==> src/rtl/cam_pixel_capture.sv <==
// OV7670 pixel front-end: pairs camera bytes into RGB565 words for the input FIFO,
// frames the stream on VSYNC/HREF, checks geometry and drops frames on FIFO overflow.
module cam_pixel_capture #(
  parameter int unsigned H_PIXELS = 640,
  parameter int unsigned V_LINES  = 480,
  parameter int unsigned HI_WM    = 1000
) (
  input  logic        clk,
  input  logic        rst_n,
  input  logic        enable,
  input  logic [7:0]  data_cam,
  input  logic        VSYNC_cam,
  input  logic        HREF_cam,
  input  logic [9:0]  fifo_wrusedw,
  input  logic        fifo_full,
  output logic        wr_fifo,
  output logic [15:0] fifo_data,
  output logic        frame_start,
  output logic        frame_done,
  output logic        frame_err,
  output logic [15:0] frame_cnt
);

  localparam logic [11:0] H_MAX = 12'(H_PIXELS);
  localparam logic [9:0]  V_MAX = 10'(V_LINES);
  localparam logic [9:0]  WM    = 10'(HI_WM);

  typedef enum logic [2:0] {IDLE, SYNC, GAP, ACT, DROP} state_t;
  state_t state, state_nx;

  logic [7:0]  d_r, hi_byte;
  logic        href_r, href_q, vs_r, vs_q;
  logic        byte_ph, started, err_flag;
  logic [11:0] pix_cnt;
  logic [9:0]  line_cnt;

  logic vs_rise, vs_fall, href_rise, href_fall;
  logic word_cyc, in_range, ovf;
  logic wr_nx, start_nx, done_nx, err_nx, err_set, clr_frame;

  assign vs_rise   = vs_r & ~vs_q;
  assign vs_fall   = ~vs_r & vs_q;
  assign href_rise = href_r & ~href_q;
  assign href_fall = ~href_r & href_q;

  // A word completing on the VSYNC rise cycle belongs to a truncated line and is discarded.
  assign word_cyc = (state == ACT) && href_r && byte_ph && !vs_rise;
  assign in_range = (line_cnt < V_MAX) && (pix_cnt < H_MAX);
  assign ovf      = word_cyc && in_range && (fifo_full || (fifo_wrusedw >= WM));

  always_ff @(posedge clk or negedge rst_n) begin
    if (!rst_n) state <= IDLE;
    else        state <= state_nx;
  end

  always_comb begin
    state_nx  = state;
    wr_nx     = 1'b0;
    start_nx  = 1'b0;
    done_nx   = 1'b0;
    err_nx    = 1'b0;
    err_set   = 1'b0;
    clr_frame = 1'b0;
    if (!enable) begin
      state_nx = IDLE;
    end else begin
      unique case (state)
        IDLE: state_nx = SYNC;
        SYNC: if (vs_rise) state_nx = GAP;
        GAP: begin
          if (vs_fall) begin
            state_nx  = ACT;
            clr_frame = 1'b1;
          end
        end
        ACT: begin
          if (ovf) begin
            state_nx = DROP;
            err_set  = 1'b1;
          end else if (vs_rise) begin
            state_nx = GAP;
            // HREF still high here means the last line was cut short.
            if (line_cnt == V_MAX && !err_flag && !href_r) done_nx = 1'b1;
            else                                            err_nx  = 1'b1;
          end else begin
            if (word_cyc) begin
              if (in_range) wr_nx   = 1'b1;
              else          err_set = 1'b1;
            end
            if (href_fall && (pix_cnt != H_MAX || byte_ph)) err_set = 1'b1;
            if (href_rise && !started) start_nx = 1'b1;
          end
        end
        DROP: begin
          if (vs_rise) begin
            state_nx = GAP;
            err_nx   = 1'b1;
          end
        end
        default: state_nx = IDLE;
      endcase
    end
  end

  always_ff @(posedge clk or negedge rst_n) begin
    if (!rst_n) begin
      d_r         <= '0;
      href_r      <= 1'b0;
      href_q      <= 1'b0;
      vs_r        <= 1'b0;
      vs_q        <= 1'b0;
      byte_ph     <= 1'b0;
      hi_byte     <= '0;
      pix_cnt     <= '0;
      line_cnt    <= '0;
      err_flag    <= 1'b0;
      started     <= 1'b0;
      wr_fifo     <= 1'b0;
      fifo_data   <= '0;
      frame_start <= 1'b0;
      frame_done  <= 1'b0;
      frame_err   <= 1'b0;
      frame_cnt   <= '0;
    end else begin
      d_r    <= data_cam;
      href_r <= HREF_cam;
      vs_r   <= VSYNC_cam;
      href_q <= href_r;
      vs_q   <= vs_r;

      byte_ph <= href_r ? ~byte_ph : 1'b0;
      if (href_r && !byte_ph) hi_byte <= d_r;

      if (!href_r)                         pix_cnt <= '0;
      else if (word_cyc && pix_cnt != '1) pix_cnt <= pix_cnt + 12'd1;

      if (clr_frame)                                            line_cnt <= '0;
      else if (state == ACT && href_fall && line_cnt != '1)     line_cnt <= line_cnt + 10'd1;

      if (clr_frame)    err_flag <= 1'b0;
      else if (err_set) err_flag <= 1'b1;

      if (clr_frame)     started <= 1'b0;
      else if (start_nx) started <= 1'b1;

      wr_fifo     <= wr_nx;
      if (wr_nx) fifo_data <= {hi_byte, d_r};
      frame_start <= start_nx;
      frame_done  <= done_nx;
      frame_err   <= err_nx;
      if (done_nx) frame_cnt <= frame_cnt + 16'd1;
    end
  end

endmodule

==> config.mk <==
export PLATFORM = sky130hd
export DESIGN_NAME = cam_pixel_capture
export DESIGN_NICKNAME = d
export VERILOG_FILES = /design/src/rtl/cam_pixel_capture.sv
export SDC_FILE = /design/constraint.sdc
export NUM_CORES = 1
export LEC_CHECK = 0
export CAP_MARGIN = 40
export CORE_MARGIN = 2
export CORE_UTILIZATION = 54
export DETAILED_ROUTE_END_ITERATION = 12
export PLACE_DENSITY = 0.8
export SLEW_MARGIN = 20
export SYNTH_ARGS = -nofsm -noshare
export SYNTH_HDL_FRONTEND = slang
export SYNTH_SLANG_ARGS = --single-unit
==> constraint.sdc <==
create_clock -name clk -period 2.8 [get_ports clk]
set_clock_uncertainty 0.2 [all_clocks]
set_input_delay 0.56 -clock clk [delete_from_list [all_inputs] [get_ports clk]]
set_output_delay 0.56 -clock clk [all_outputs]
set_load 0.03 [all_outputs]
==> summary.md <==
| Metric | Value |
|---|---|
| Status | complete, no violations |
| Fin crit share | between 80% and 90% |
| Number of flops mapped to enable cells by yosys | 0 |
| Remaining Overflow, GRT | 0 |
| Worst min path class | register to register |
| Drt wl/cell | ~15 µm |
| Setup Buffers After CTS | 0 |
| Detail Route Antenna Nets | 0 |
| Post-synth top area cell | dfrtp_1 |
| Hold_sp | vs_r |
| Post-synth top area share | a little over half |
| First-pass detailed-route iteration total | 4 |
| DRC | 0 |
| Synth area leaders | dfrtp_1, mux2_2, xor2_1, nand2_1, nand3_1 |
| Power per cell area | around 550 mW/mm² |
| DIE WIDTH | around 89 µm |
| Period minus WS final | 2.31 ns |
| Routed WL | around 7700 µm |
| Final Wtd Congestion | approximately 0.87 |
| CP delay by family, top | buffers and inverters |
| Max Root-Sink Buffers | 2 |
| Ys async rst share | between 90% and 100% |
| Vias per inst | roughly 5.8 |
| Area of the multi-input gates | around 0.0017 mm² |
| RR Endpoint | pix_cnt[3] |
| Util after Layout | roughly two thirds |
| Fill cells | approximately 540 |
| Worst-path maximum fanout | 6 |
| PnR worst setup slack | approximately 0.49 ns |
| Avg Cell Area, Syn | 11.5 µm² |
| Critical R2R Launch | state[0] |
| Post-synthesis sequential area ratio | a little over half |
| Worst setup SP type | register |
| Endpoint type of the worst setup path | primary output |
| Layout cells sized above 1 | about 15% |
| Post-synth top flop | dfrtp_1 |
| Peak supply drop | 0.000312 V |
| First-pass GRT wire length | 12500 µm |
| Core ar. | approximately 0.007 mm² |
| Critical-path top delay cell | clkdlybuf4s50_1 |
| Post-synth net total | 370 |
| GRT Total Usage | between 20 and 25% |
| Worst Setup SP | frame_cnt[6] |
| Die height | between 80 and 90 µm |
| Row Count | 31 |
| Hold Vio Cnt, Final | 0 |
| Antenna violations before repair | 0 |
| Area delta synth->final | 23.8% |
| Ys Warns | 0 |
| Cell count after placement | 496 |
| Vias after detailed routing | 2951 |
| Register area | around 0.0021 mm² |
| CP Data Required Time | slightly above 2 ns |
| Nets@finish | approximately 440 |
| Max Clock Freq | 432 MHz |
| CTS tree | built |
| Root buf cell | clkbuf_8 |
| RSZ-0062 raised after global routing | no |
| Io pins | 60 |
| Critical path data arrival time | 1.55 ns |
| Hpwl dp | 5390 µm |
| PortBufs | 56 |
| Starting density of the core | a little over half |
| Commonest cells after routing, fill and taps aside | dfrtp_1, clkdlybuf4s50_1, nand2_1, mux2_2, nand3_1 |
| Crit Path Category | register to primary output |
| R2r worst-path depth | 4 |
| ANT cells | 0 |
| Largest net degree at the start of global routing | 69 |
| Max-slew violation count | 0 |
| WP depth | 1 |
| Die area | between 0.007 and 0.008 mm² |
| CTS H-tree lvls | 3 |
| CTS sink count | 84 |
| Critical path capture point | frame_cnt[6] |
| FF-to-FF setup slack | 0.51 ns |
| Rel. slew slack | approximately 52% |
| Total leakage power | just over 2 nW |
| Cell Area, Synth | just under 0.004 mm² |
| Syn Inst Count | approximately 340 |
| Total negative setup slack | 0 ns |
| Crit path cell chain | clkdlybuf4s50_1 |
| Placement Setup Slack | about 0.27 ns |
| Final setup violation count | 0 |
| # Max-Cap Violations | 0 |
| Vias in the first global route | ~2700 |
| Post-synthesis register bit count | between 80 and 90 |
| Worst-Margin Slew | between 0.7 and 0.8 ns |
| TritonCTS Buffers | 9 |
| DR iter-0 viols | about 170 |
| Post-synth cell types | 54 |
| Final Instance Count excl. Fillers | 513 |
| Clk slew on worst S/H paths | ~0.090 ns |
| Most common cell after layout, fill and taps aside | dfrtp_1 |
| Worst Path Buf+Inv | 1 |
| Clock Latency Late Sink | 0.37 ns |
| Crit-path max cell delay | approximately 0.71 ns |
## logic make-up after synthesis
group	after synthesis	synth area share [%]
and+or+nand+nor	135	21.4
DFF	84	53.8
AOI/OAI and AO/OA	46	8.01
muxes	32	9.00
buffers and inverters	23	2.63
xor gates and xnor gates	16	3.59
adders and majority gates	5	1.60
## cell usage after synthesis (3+ instances only)
library cell  instances
dfrtp_1              84
mux2_2               25
nand2_1              25
nand3_1              18
inv_1                13
xor2_1               12
nor3_1               11
o21ai_0              11
nor2_1               10
nor4_1               10
nand4_1               9
o31ai_1               8
a21oi_1               7
and3_1                7
mux2i_1               7
or4_1                 7
nand2b_1              6
ha_1                  5
and4_1                4
buf_2                 4
clkbuf_1              4
o211ai_1              4
or3_1                 4
xnor2_1               4
nor2b_1               3
nor3b_1               3
nor4_2                3
## registers in the layout, summed over array words and instances (netlist names), 3 cells and up
register   cells
hi_byte        8
frame_cnt     16
state          3
line_cnt      10
pix_cnt       12
d_r            8
fifo_data     16
## what timing repair did
item | CTS | global route
endpoints found under the setup margin | 0 | 0
endpoints found under the hold margin | 16 | 0
hold buffers | 1 | 0
gates resized for setup | 0 | 0
## through the flow
stage	hold WS (ns)	cell area (µm²)	total power, mW
6_report	0.232	4840	2.65
5_1_grt	0.248	4840	2.78
4_1_cts	0.231	4840	2.66
3_5_place_dp	0.215	4640	1.83
3_3_place_gp	0.196	4640	1.81
2_1_floorplan	0.0644	3910	1.69
## final cells by class
type	instances	area share, %
Tap cell	99	2.56
Clock buffer	9	2.56
Multi-Input combinational cell	234	35.2
Clock inverter	7	1.37
Timing Repair Buffer	67	13.8
Sequential cell	84	43.5
Inverter	13	1.01
## routing by layer
| metal | wire length, µm | track usage (%) | part of all wire (%) |
|---|---|---|---|
| met2 | 3710 | 33.0 | 48 |
| met1 | 3470 | 26.9 | 45 |
| met5 | 0 | 0 | 0 |
| met3 | 424 | 5.72 | 5.5 |
| met4 | 128 | 6.78 | 1.7 |
## power breakdown
group          internal, mW  total, mW  switching [mW]
combinational         0.172      0.379           0.207
clock                 0.342      0.832           0.491
sequential             1.32       1.43           0.119
total                  1.83       2.65           0.817
## worst min-delay path by stage
stage	cells after the start	end	slack (ns)
after floorplan	0	byte_ph	0.06
after global placement	0	vs_q	0.20
after detailed placement	0	vs_q	0.22
after CTS	1	frame_start	0.23
after global routing	1	frame_start	0.25
final	0	vs_q	0.23
(Power assumes the default switching activity.)
